===== config.mk =====
export PLATFORM = sky130hd
export DESIGN_NAME = crg_seq_ctrl_flat
export DESIGN_NICKNAME = d
export VERILOG_FILES = /design/src/rtl/crg_seq_ctrl_if.sv /design/src/rtl/crg_seq_ctrl.sv /design/src/flat_wrapper.sv
export SDC_FILE = /design/constraint.sdc
export NUM_CORES = 1
export LEC_CHECK = 0
export BUFFER_PORTS_ARGS = -buffer_cell sky130_fd_sc_hd__buf_2
export CORE_ASPECT_RATIO = 1.75
export CORE_MARGIN = 5
export CORE_UTILIZATION = 45
export DETAILED_ROUTE_END_ITERATION = 10
export PLACE_DENSITY = 0.66
export SYNTH_ARGS = -nofsm -noshare
export SYNTH_HDL_FRONTEND = slang
export SYNTH_SLANG_ARGS = --single-unit
export TNS_END_PERCENT = 30

===== constraint.sdc =====
create_clock -name clk_src -period 3.6 [get_ports clk_src]
set_input_delay 1.08 -clock clk_src [delete_from_list [all_inputs] [get_ports clk_src]]
set_output_delay 1.08 -clock clk_src [all_outputs]
set_load 0.05 [all_outputs]

===== src/rtl/crg_seq_ctrl_if.sv =====
// Handshake/status bundle between the clock/reset sequencer and its user.
// master: drives lock, enable and select requests; slave: the sequencer.
interface crg_seq_ctrl_if #(
    parameter int NUM_CH = 4,
    parameter int SEL_W  = 2
);
    logic                      mmcm_locked;
    logic [NUM_CH-1:0]         ch_en_req;
    logic [NUM_CH*SEL_W-1:0]   ch_sel_req;
    logic [NUM_CH-1:0]         ch_sel_upd;
    logic [NUM_CH-1:0]         ch_gce;
    logic [NUM_CH*SEL_W-1:0]   ch_sel;
    logic [NUM_CH-1:0]         ch_rst_n;
    logic [NUM_CH-1:0]         ch_busy;
    logic                      all_ready;

    modport master (
        output mmcm_locked, ch_en_req, ch_sel_req, ch_sel_upd,
        input  ch_gce, ch_sel, ch_rst_n, ch_busy, all_ready
    );

    modport slave (
        input  mmcm_locked, ch_en_req, ch_sel_req, ch_sel_upd,
        output ch_gce, ch_sel, ch_rst_n, ch_busy, all_ready
    );
endinterface


===== src/rtl/crg_seq_ctrl.sv =====
// Clock/reset generator sequencer: lock qualify, staggered reset release,
// glitch-safe per-channel BUFGMUX switching. Ports: clk_src, rst_sys, bus.
module crg_seq_ctrl #(
    parameter int NUM_CH   = 4,
    parameter int SEL_W    = 2,
    parameter int LOCK_DLY = 16,
    parameter int RST_DLY  = 8,
    parameter int SW_GAP   = 4
) (
    input  logic           clk_src,
    input  logic           rst_sys,
    crg_seq_ctrl_if.slave  bus
);
    localparam int MAXD = (LOCK_DLY > RST_DLY)
        ? ((LOCK_DLY > SW_GAP) ? LOCK_DLY : SW_GAP)
        : ((RST_DLY > SW_GAP) ? RST_DLY : SW_GAP);
    localparam int CW = $clog2(MAXD + 1);

    typedef enum logic [1:0] {
        G_WAIT_LOCK, G_RELEASE, G_RUN
    } gst_e;

    typedef enum logic [1:0] {
        C_RUN, C_GATE, C_SWITCH, C_RESET
    } cst_e;

    logic                    lk1_q, lk2_q;
    gst_e                    g_q, g_d;
    logic [CW-1:0]           gcnt_q, gcnt_d;
    logic [NUM_CH-1:0]       gce_q, gce_d;
    logic [NUM_CH*SEL_W-1:0] sel_q, sel_d;
    logic [NUM_CH-1:0]       rstn_q, rstn_d;
    logic [NUM_CH-1:0]       busy_q, busy_d;
    logic                    rdy_q, rdy_d;
    cst_e                    cst_q [NUM_CH];
    cst_e                    cst_d [NUM_CH];
    logic [CW-1:0]           ccnt_q [NUM_CH];
    logic [CW-1:0]           ccnt_d [NUM_CH];
    logic [SEL_W-1:0]        lat_q [NUM_CH];
    logic [SEL_W-1:0]        lat_d [NUM_CH];
    logic                    lose;

    // lk2_q is the synchronised lock (lock_s)
    assign lose = !lk2_q && (g_q != G_WAIT_LOCK);

    always_comb begin
        g_d    = g_q;
        gcnt_d = gcnt_q;
        gce_d  = gce_q;
        sel_d  = sel_q;
        rstn_d = rstn_q;
        busy_d = busy_q;
        for (int i = 0; i < NUM_CH; i++) begin
            cst_d[i]  = cst_q[i];
            ccnt_d[i] = ccnt_q[i];
            lat_d[i]  = lat_q[i];
        end
        if (lose) begin
            // Select is kept so the mux stays on a known source
            g_d    = G_WAIT_LOCK;
            gcnt_d = '0;
            gce_d  = '0;
            rstn_d = '0;
            busy_d = '0;
            for (int i = 0; i < NUM_CH; i++) begin
                cst_d[i]  = C_RUN;
                ccnt_d[i] = '0;
            end
        end else begin
            unique case (g_q)
                G_WAIT_LOCK: begin
                    if (!lk2_q) begin
                        gcnt_d = '0;
                    end else if (gcnt_q == CW'(LOCK_DLY - 1)) begin
                        gcnt_d = '0;
                        g_d    = G_RELEASE;
                        rstn_d = NUM_CH'(1);
                        if (&rstn_d) g_d = G_RUN;
                    end else begin
                        gcnt_d = gcnt_q + CW'(1);
                    end
                end
                G_RELEASE: begin
                    // rstn is a thermometer code; shift in the next channel
                    if (gcnt_q == CW'(RST_DLY - 1)) begin
                        gcnt_d = '0;
                        rstn_d = (rstn_q << 1) | NUM_CH'(1);
                        if (&rstn_d) g_d = G_RUN;
                    end else begin
                        gcnt_d = gcnt_q + CW'(1);
                    end
                end
                G_RUN: begin
                    for (int i = 0; i < NUM_CH; i++) begin
                        unique case (cst_q[i])
                            C_RUN: begin
                                gce_d[i] = bus.ch_en_req[i] & rstn_q[i];
                                if (bus.ch_sel_upd[i] &&
                                    bus.ch_sel_req[i*SEL_W +: SEL_W]
                                    != sel_q[i*SEL_W +: SEL_W]) begin
                                    lat_d[i]  = bus.ch_sel_req[i*SEL_W +: SEL_W];
                                    busy_d[i] = 1'b1;
                                    gce_d[i]  = 1'b0;
                                    ccnt_d[i] = '0;
                                    cst_d[i]  = C_GATE;
                                end
                            end
                            C_GATE: begin
                                gce_d[i] = 1'b0;
                                if (ccnt_q[i] == CW'(SW_GAP - 1)) begin
                                    ccnt_d[i] = '0;
                                    sel_d[i*SEL_W +: SEL_W] = lat_q[i];
                                    cst_d[i]  = C_SWITCH;
                                end else begin
                                    ccnt_d[i] = ccnt_q[i] + CW'(1);
                                end
                            end
                            C_SWITCH: begin
                                if (ccnt_q[i] == CW'(SW_GAP - 1)) begin
                                    ccnt_d[i] = '0;
                                    rstn_d[i] = 1'b0;
                                    cst_d[i]  = C_RESET;
                                end else begin
                                    ccnt_d[i] = ccnt_q[i] + CW'(1);
                                end
                            end
                            C_RESET: begin
                                if (ccnt_q[i] == CW'(RST_DLY - 1)) begin
                                    ccnt_d[i] = '0;
                                    rstn_d[i] = 1'b1;
                                    busy_d[i] = 1'b0;
                                    cst_d[i]  = C_RUN;
                                end else begin
                                    ccnt_d[i] = ccnt_q[i] + CW'(1);
                                end
                            end
                        endcase
                    end
                end
                default: g_d = G_WAIT_LOCK;
            endcase
        end
        rdy_d = (g_d == G_RUN) && (&rstn_d);
    end

    always_ff @(posedge clk_src or posedge rst_sys) begin
        if (rst_sys) begin
            lk1_q  <= 1'b0;
            lk2_q  <= 1'b0;
            g_q    <= G_WAIT_LOCK;
            gcnt_q <= '0;
            gce_q  <= '0;
            sel_q  <= '0;
            rstn_q <= '0;
            busy_q <= '0;
            rdy_q  <= 1'b0;
            for (int i = 0; i < NUM_CH; i++) begin
                cst_q[i]  <= C_RUN;
                ccnt_q[i] <= '0;
                lat_q[i]  <= '0;
            end
        end else begin
            lk1_q  <= bus.mmcm_locked;
            lk2_q  <= lk1_q;
            g_q    <= g_d;
            gcnt_q <= gcnt_d;
            gce_q  <= gce_d;
            sel_q  <= sel_d;
            rstn_q <= rstn_d;
            busy_q <= busy_d;
            rdy_q  <= rdy_d;
            for (int i = 0; i < NUM_CH; i++) begin
                cst_q[i]  <= cst_d[i];
                ccnt_q[i] <= ccnt_d[i];
                lat_q[i]  <= lat_d[i];
            end
        end
    end

    assign bus.ch_gce    = gce_q;
    assign bus.ch_sel    = sel_q;
    assign bus.ch_rst_n  = rstn_q;
    assign bus.ch_busy   = busy_q;
    assign bus.all_ready = rdy_q;
endmodule


===== src/flat_wrapper.sv =====
// flat-port wrapper written by rule: the top's interface ports become plain ports
module crg_seq_ctrl_flat 
#(
    parameter int NUM_CH   = 4,
    parameter int SEL_W    = 2,
    parameter int LOCK_DLY = 16,
    parameter int RST_DLY  = 8,
    parameter int SW_GAP   = 4
)
  (clk_src, rst_sys, bus_mmcm_locked, bus_ch_en_req, bus_ch_sel_req, bus_ch_sel_upd, bus_ch_gce, bus_ch_sel, bus_ch_rst_n, bus_ch_busy, bus_all_ready);
  crg_seq_ctrl_if #(.NUM_CH(NUM_CH), .SEL_W(SEL_W)) bus_i ();
  input  logic clk_src;
  input  logic rst_sys;
  input wire logic [$bits(bus_i.mmcm_locked)-1:0] bus_mmcm_locked;
  input wire logic [$bits(bus_i.ch_en_req)-1:0] bus_ch_en_req;
  input wire logic [$bits(bus_i.ch_sel_req)-1:0] bus_ch_sel_req;
  input wire logic [$bits(bus_i.ch_sel_upd)-1:0] bus_ch_sel_upd;
  output wire logic [$bits(bus_i.ch_gce)-1:0] bus_ch_gce;
  output wire logic [$bits(bus_i.ch_sel)-1:0] bus_ch_sel;
  output wire logic [$bits(bus_i.ch_rst_n)-1:0] bus_ch_rst_n;
  output wire logic [$bits(bus_i.ch_busy)-1:0] bus_ch_busy;
  output wire logic [$bits(bus_i.all_ready)-1:0] bus_all_ready;
  assign bus_i.mmcm_locked = bus_mmcm_locked;
  assign bus_i.ch_en_req = bus_ch_en_req;
  assign bus_i.ch_sel_req = bus_ch_sel_req;
  assign bus_i.ch_sel_upd = bus_ch_sel_upd;
  assign bus_ch_gce = bus_i.ch_gce;
  assign bus_ch_sel = bus_i.ch_sel;
  assign bus_ch_rst_n = bus_i.ch_rst_n;
  assign bus_ch_busy = bus_i.ch_busy;
  assign bus_all_ready = bus_i.all_ready;
  crg_seq_ctrl #(.NUM_CH(NUM_CH), .SEL_W(SEL_W), .LOCK_DLY(LOCK_DLY), .RST_DLY(RST_DLY), .SW_GAP(SW_GAP)) u_core (.clk_src(clk_src), .rst_sys(rst_sys), .bus(bus_i));
endmodule

==> metrics.txt, run 1 <==
die span in y 133.5 µm; slew margin rel. 34.21%; Crit Reg-Reg Endpoint u_core.bus.ch_sel[0]; Chip Width 80.54 µm; Synth Instances 408; Ports 40; initial DRC count 152; Worst Hold Path EP u_core.lk2_q; hold-fix buffer count after cts 0; average cell area after synthesis 9.605 µm²; drt pass-1 iters 4; share of the synthesized area in the top cell type 42.15%; global-route wire length before repair 15.87 mm; ys async rst share 100.0%; Achievable Freq 407.8 MHz; Synth area leader dfrtp_1; Worst EP arrival 2.67 ns; post-layout min period 2.452 ns; hold depth 0; P per Cell Area 371.6 nW/µm²; Site Rows 45; Multi-input gate area 2136 µm²; GRT Util Overall 18.72%; worst reg2reg startpoint u_core.g_q[1]; RSZ-0062 raised after global routing false; share of cells above drive strength 1 19.07%; drc violations 0; total CTS buffers 9; worst setup path category register to register; Lkg Pwr 2.128 nW; Starting Density 45.49%; post-cts resize count 0; most common cell in the netlist dfrtp_1; DR vias/cell 5.861; worst endpoint required time 3.82 ns; largest net degree at the start of global routing 35; post-synthesis cell type count 63; post-DP HPWL 6.720 mm; Post-synth EDFFs 0; register area 1652 µm²; TritonCTS clock tree yes; Avg WL per Cell 16.38 µm; root buf cell clkbuf_16; gpl congestion 0.7995; clk buf depth 2; total congestion overflow 0; IO Port Bufs 39; Hold Startpoint u_core.lk1_q; mapped cell area 3919 µm²; vias in the first global route 3477; Clock Skew 0.009864 ns; die area 10750 µm²; sequential share of the synthesized area 42.15%; top cells by area, synth dfrtp_1, ha_1, mux2_2, o21ai_0, nand2_1; Tcrit/Tclk final 68.12%; core area 8615 µm²; max-cap viol count 0; Worst-Skew Late Latency 0.34 ns; top post-synthesis cells by count dfrtp_1, nand2_1, o21ai_0, nor2_1, nand3_1; post-layout util 52.53%; H-tree lvl count 3; number of max-slew violations in the final report 0; Slew @ Worst Pin 0.9867 ns; #FFs+latches synth 66; R2R Setup Slk 1.15 ns; initial antenna violation count 0; Setup Buffers After CTS 0; Fin. Hold Viols 0; status finished clean; count of nets after finishing 489; layout overhead on the synthesized area 15.49%; Clock Pin Slew Worst Setup and Hold Paths 0.06 ns; FF-to-FF path depth 6; clock sinks 66; syn nets 450; Placed Area 4239 µm²; # diodes 0; antenna-violating nets left 0; Final Setup Violations 0; worst IR drop on VDD 0.3767 mV; Synth Flop Type dfrtp_1; synth warn 0; CP Capture Type register; CP startpoint kind register; top fanout value on the critical path 18; Filler Cells Inserted 799; vias after detailed routing 3329; TNS Setup 0 ns; post-route cell area 4526 µm²; Min-Delay Path Class register to register; total wire length 9.306 mm
[report_power, final]
| part | switching [W] | internal [W] | total (W) |
|---|---|---|---|
| Sequential | 0.0000129 | 0.000752 | 0.000765 |
| Combinational | 0.0000346 | 0.0000236 | 0.0000582 |
| Clock | 0.000310 | 0.000548 | 0.000858 |
| Total | 0.000357 | 0.00132 | 0.00168 |
[worst max-delay path, stage by stage (launching register included)]
cell	delay, ns
dfrtp_1	0.73
inv_1	0.12
nor3_1	0.42
buf_4	0.29
nand2_1	0.07
nor3_1	0.31
mux2_2	0.38
[routing by layer]
metal | track usage (%) | share of wire, % | wire [µm]
met1 | 19.76 | 38 | 3517
met2 | 33.81 | 55 | 5148
met3 | 3.315 | 3.7 | 344
met4 | 10.62 | 3.2 | 295
met5 | 0 | 0 | 0
[layout make-up]
| cell class | instances | area share [%] |
|---|---|---|
| Timing Repair Buffer | 42 | 5.087 |
| Tap cell | 117 | 3.235 |
| Clock inverter | 3 | 0.8847 |
| Inverter | 20 | 1.659 |
| Clock buffer | 12 | 5.446 |
| Multi-Input combinational cell | 308 | 47.19 |
| Sequential cell | 66 | 36.49 |
[cells in the final DEF (no fill, tap or decap), drive strengths merged, types with 10 or more instances in the layout]
master,instances
nor2,25
buf,42
inv,20
o21ai,42
ha,23
mux2,18
clkbuf,12
nor3,10
nand2,38
dfrtp,66
a21oi,13
nand3,24
[state kept, by name (all words and copies together) (netlist names)]
register / count
u_core.ccnt_q: 20
u_core.bus.ch_sel: 8
u_core.cst_q: 8
u_core.lat_q: 8
u_core.gcnt_q: 5
u_core.bus.ch_busy: 4
u_core.bus.ch_gce: 4
u_core.bus.ch_rst_n: 4
u_core.g_q: 2
u_core.bus.all_ready: 1
u_core.lk1_q: 1
u_core.lk2_q: 1
[kinds of logic (layout without fill, tap and decap cells)]
family	Yosys count	count (layout)	synth area share, %
adders and majority gates	24	24	7.599
xor gates and xnor gates	8	8	1.788
and+or+nand+nor	146	146	20.08
AOI/OAI and AO/OA	105	105	18.07
muxes	25	25	6.960
DFF	66	66	42.15
buffers and inverters	34	77	3.352
[metrics by stage]
stage,cells,hold slack [ns],setup slack [ns],power (W)
final,568,0.3412,1.148,0.001682
after global routing,568,0.3502,0.9721,0.001749
after CTS,568,0.3471,1.133,0.001702
after detailed placement,553,0.3387,1.011,0.0008381
after global placement,553,0.3326,1.083,0.0008341
after floorplan,408,0.3312,0.8652,0.0008114
[worst max-delay path by stage]
| stage | startpoint | to | slack [ns] | depth (start not counted) |
|---|---|---|---|---|
| 6_report | u_core.g_q[1] | u_core.bus.ch_sel[0] | 1.15 | 6 |
| 5_1_grt | u_core.g_q[1] | u_core.bus.all_ready | 0.97 | 4 |
| 4_1_cts | u_core.g_q[1] | u_core.bus.ch_sel[0] | 1.13 | 6 |
| 3_5_place_dp | bus_ch_sel_req[6] | u_core.ccnt_q[4] | 1.01 | 6 |
| 3_3_place_gp | bus_ch_sel_req[6] | u_core.ccnt_q[4] | 1.08 | 6 |
| 2_1_floorplan | rst_sys | u_core.bus.all_ready | 0.87 | 1 |
(Power assumes the default switching activity.)
==> run 2: changes to the inputs <==
Settings changed: ABC_AREA set to 1, PLACE_DENSITY 0.66 to 0.68.
Clock period 3.6 ns to 2.2 ns, I/O delays scaled along.
==> run 2 against run 1 <==
Against the previous run: die area is 7.9% higher; critical endpoint is now u_core.cst_q[0]; combinational power is 80% higher; flip-flop and latch count stayed put; sequential share of layout area is 2.7 points lower; register-to-register slack worse by 0.82 ns.
==> metrics.txt, run 2 <==
DR vias/cell 5.248; CP max-delay cell dfrtp_1; #FFs+latches synth 66; CP startpoint kind register; IO Port Bufs 39; gpl congestion 0.8959; Ports 40; total wire length 10.48 mm; Avg WL per Cell 13.99 µm; Achievable Freq 535.3 MHz; CP top delay family flip-flops; Starting Density 45.60%; status finished clean; Synth area leader dfrtp_1; Post-synth EDFFs 0; vias in the first global route 4096; Fin. Hold Viols 0; Filler Cells Inserted 890; main combinational cell family by area after synthesis simple AND/OR/NAND/NOR gates; FF-to-FF path depth 9; synth warn 0; clk buf depth 2; critical-path cell list nand2_4 -> inv_4 -> a21oi_4 -> inv_4 -> nand2_1 -> nor2_1 -> nand2_1 -> nand2_1 -> o21ai_0; average cell area after synthesis 7.390 µm²; initial DRC count 262; Worst EP arrival 2.09 ns; TritonCTS clock tree yes; layout overhead on the synthesized area 14.73%; worst endpoint required time 2.42 ns; Slew @ Worst Pin 0.4226 ns; post-cts resize count 0; number of max-slew violations in the final report 0; initial antenna violation count 0; top cells by area, synth dfrtp_1, nand2_1, nor2_1, ha_1, nand3_1; Multi-input gate area 2236 µm²; share of cells above drive strength 1 13.40%; slew margin rel. 71.53%; Worst-Skew Late Latency 0.34 ns; most common cell in the netlist nand2_1; commonest non-fill, non-tap cell in the layout nand2_1; drt pass-1 iters 4; top fanout value on the critical path 22; mapped cell area 4264 µm²; Synth Instances 577; Synth Area in Compound Gates 11.50%; sequential share of the synthesized area 38.73%; max-cap viol count 0; worst setup path category register to register; Tcrit/Tclk final 84.91%; ys async rst share 100.0%; Crit Reg-Reg Endpoint u_core.cst_q[0]; die area 11600 µm²; vias after detailed routing 3931; clock sinks 66; Finished Layout Cells 749; Min-Delay Path Class register to register; worst IR drop on VDD 0.4057 mV; register area 1652 µm²; mux share of post-synthesis cell area 0%; hold-fix buffer count after cts 0; root buf cell clkbuf_16; number of flip-flops in the largest register 20; global-route wire length before repair 18.28 mm; max incr delay on CP 0.60 ns; worst path bufs/invs 2; Site Rows 47; R2R Setup Slk 0.33 ns; H-tree lvl count 3; core area 9350 µm²; post-layout min period 1.868 ns; Lkg Pwr 2.414 nW; worst reg2reg startpoint u_core.g_q[1]; count of nets after finishing 664; top post-synthesis cells by count nand2_1, nor2_1, inv_1, dfrtp_1, nand3_1; die span in y 138.8 µm; P per Cell Area 572.8 nW/µm²; Synth Area in Adders 6.749%; total congestion overflow 0; post-synthesis cell type count 34; Chip Width 83.59 µm; Synth Flop Type dfrtp_1; hold depth 0; Final Setup Violations 0; Hold Startpoint u_core.lk1_q; total CTS buffers 9; Most common cell on crit path nand2_1; drc violations 0; largest net degree at the start of global routing 67; Inst Count DP 733; Setup Buffers After CTS 0; CP Capture Type register; TNS Setup 0 ns; Worst Hold Path EP u_core.lk2_q; Clock Skew 0.007029 ns; share of the synthesized area in the top cell type 38.73%; antenna-violating nets left 0; post-layout util 52.32%; post-DP HPWL 7.523 mm; RSZ-0062 raised after global routing false; XOR/XNOR Fraction of Synth Area 1.849%; Clock Pin Slew Worst Setup and Hold Paths 0.06 ns; commonest non-fill, non-tap cells in the layout nand2_1, nor2_1, inv_1, dfrtp_1, nand3_1; GRT Util Overall 19.12%; Most flops, register u_core.ccnt_q; syn nets 619; simple-gate share of the synthesized area 32.34%; # diodes 0
run 2: area by class of cell:
| cell class | instances | area share [%] |
|---|---|---|
| repair buffers | 43 | 5.115 |
| inverters | 77 | 6.189 |
| clock inverters | 2 | 0.7161 |
| flip-flops and latches | 66 | 33.76 |
| clock buffers | 14 | 5.396 |
| multi-input cells | 425 | 45.70 |
| well taps | 122 | 3.120 |
run 2: worst max path at each step:
stage | slack, ns | cells past startpoint | start | endpoint
after floorplan | 0.60 | 13 | u_core.gcnt_q[0] | u_core.bus.all_ready
after global placement | 0.41 | 13 | u_core.gcnt_q[0] | u_core.bus.all_ready
after detailed placement | 0.32 | 8 | u_core.g_q[1] | u_core.cst_q[0]
after CTS | 0.33 | 9 | u_core.g_q[1] | u_core.cst_q[0]
after global routing | 0.14 | 13 | u_core.gcnt_q[0] | u_core.bus.all_ready
final | 0.33 | 9 | u_core.g_q[1] | u_core.cst_q[0]
run 2: where the power goes:
group	internal [W]	leakage (nW)	switching [W]
logic	0.0000345	1.47	0.0000707
clock network	0.000938	0.147	0.000526
registers	0.00122	0.795	0.00000914
total	0.00220	2.41	0.000606
run 2: through the flow:
stage	worst slack, ns	hold slack (ns)	total power [W]	instance area, µm²
2_1_floorplan	0.5967	0.3312	0.001318	4268
3_3_place_gp	0.4088	0.3399	0.001359	4593
3_5_place_dp	0.3156	0.3370	0.001362	4593
4_1_cts	0.3283	0.3488	0.002826	4892
5_1_grt	0.1443	0.3548	0.002888	4892
6_report	0.3320	0.3461	0.002802	4892
run 2: cells by family after synthesis:
kind of cell	count (synthesis)
simple gates	307
compound gates	86
buf+inv	86
flops	66
fa+ha+maj	23
xor+xnor	9
run 2: per-layer routing:
layer	track usage [%]	vias up	part of all wire, %
met3	3.567	27	4.6
met4	10.34	0	3.1
li1	-	1959	-
met1	20.59	1843	40
met5	0	-	0
met2	34.66	102	53
==> run 3: changes to the inputs <==
Clock period 2.2 ns to 1.7 ns, I/O delays scaled along.
==> run 3 against run 2 <==
Against the previous run: power is 34% higher; register-to-register slack worse by 0.26 ns; clock-buffer cell count is 5 lower; global-route usage is 1.0 points lower; clock power is 38% higher; largest cell class unchanged.
==> metrics.txt, run 3 (synthesis gave the netlist of run 2 again) <==
status finished clean; Finished Layout Cells 765; commonest non-fill, non-tap cells in the layout nand2_1, nor2_1, inv_1, dfrtp_1, nand3_1; Ports 40; worst endpoint required time 1.19 ns; Starting Density 45.60%; Slew @ Worst Pin 0.3542 ns; IO Port Bufs 39; Most flops, register u_core.ccnt_q; Fin. Hold Viols 0; commonest non-fill, non-tap cell in the layout nand2_1; initial DRC count 156; drc violations 0; Final Setup Violations 0; CP max-delay cell dfrtp_1; max incr delay on CP 0.50 ns; CP top delay family flip-flops; Clock Pin Slew Worst Setup and Hold Paths 0.06 ns; Site Rows 47; # diodes 0; M2 GR Usage 34.45%; vias in the first global route 4024; TritonCTS clock tree yes; share of cells above drive strength 1 18.66%; TNS Setup 0 ns; Worst EP arrival 1.16 ns; total wire length 10.16 mm; core area 9350 µm²; initial antenna violation count 0; global-route wire length before repair 17.42 mm; Worst setup startpoint u_core.bus.ch_rst_n[0]; number of flip-flops in the largest register 20; root buf cell clkbuf_16; vias after detailed routing 3958; GR peak layer met2; die span in y 138.8 µm; Inst Count DP 746; gpl congestion 0.8971; M1 GR Usage 18.75%; DR vias/cell 5.174; worst setup path category register to output port; Avg WL per Cell 13.29 µm; number of max-slew violations in the final report 0; P per Cell Area 735.7 nW/µm²; GRT Util Overall 18.07%; largest net degree at the start of global routing 67; die area 11600 µm²; Clock Skew 0.005215 ns; Chip Width 83.59 µm; worst IR drop on VDD 0.5083 mV; R2R Setup Slk 0.07 ns; clk buf depth 2; H-tree lvl count 3; layout overhead on the synthesized area 20.13%; Worst-Skew Late Latency 0.34 ns; worst reg2reg startpoint u_core.gcnt_q[1]; Min-Delay Path Class input port to asynchronous set/reset pin; total congestion overflow 0; antenna-violating nets left 0; top fanout value on the critical path 7; hold-fix buffer count after cts 0; critical-path cell list buf_2; Filler Cells Inserted 898; drt pass-1 iters 4; total CTS buffers 9; max-cap viol count 0; post-layout min period 1.670 ns; count of nets after finishing 680; clock sinks 66; met3 global-route usage 3.508%; Achievable Freq 598.9 MHz; slew margin rel. 76.39%; CP Capture Type output port; CP startpoint kind register; post-DP HPWL 7.455 mm; Tcrit/Tclk final 98.22%; Lkg Pwr 2.500 nW; worst path bufs/invs 1
run 3: cell count changes in the layout (fill, tap and decap cells not counted), moves of 3 or more:
cell	delta
ha_1	-3
nor2_2	+3
nand2_1	-4
clkinv_4	+3
nor2_1	-4
clkbuf_1	-3
o21ai_0	-4
buf_4	+15
nand2_2	+4
run 3: final cells by class:
cell class	count	area, µm²	share of cell area (%)
Multi-Input combinational cell	425	2300	44.90
Sequential cell	66	1652	32.24
Timing Repair Buffer	59	385.4	7.523
Inverter	77	305.3	5.960
Clock buffer	9	225.2	4.397
Tap cell	122	152.6	2.980
Clock inverter	7	102.6	2.003
run 3: report_power, final:
group          total (W)  switching, W  internal [W]
Combinational   0.000156     0.0000991     0.0000569
Sequential       0.00159    0.00000952       0.00158
Clock            0.00202      0.000725       0.00129
run 3: stage by stage:
stage	power, W	utilization (%)	setup WS (ns)	hold slack, ns	cell area, µm²
finish	0.003769	54.78	0.03028	0.2546	5122
global route	0.003904	54.78	-0.02151	0.2687	5122
CTS	0.003820	53.86	0.01732	0.2661	5036
detailed placement	0.001772	50.30	-0.01359	0.3370	4703
global placement	0.001768	50.30	0.007397	0.3357	4703
floorplan	0.001706	-	0.09668	0.3312	4268
run 3: timing repair:
action	4_1_cts	5_1_grt
resized for setup	2	23
setup endpoints to repair	2	19
buffers inserted	0	3
pin swaps	0	6
cloned	0	0
hold endpoints to repair	0	0
run 3: path summary, 6_finish.rpt:
kind                            cells after the start          endpoint
max in group asynchronous                           3   u_core.cst_q[7]
worst min register to register                      0      u_core.lk2_q
worst max-delay path                                1   bus_ch_rst_n[0]
worst max register to register                      7  u_core.gcnt_q[3]
min in group clk_src                                1      u_core.lk1_q
worst min-delay path                                3   u_core.cst_q[1]
run 3: per-layer routing:
metal,vias to the layer above,part of all wire [%]
li1,1998,-
met1,1870,39
met2,76,56
met3,14,4.0
met4,0,1.8
met5,-,0
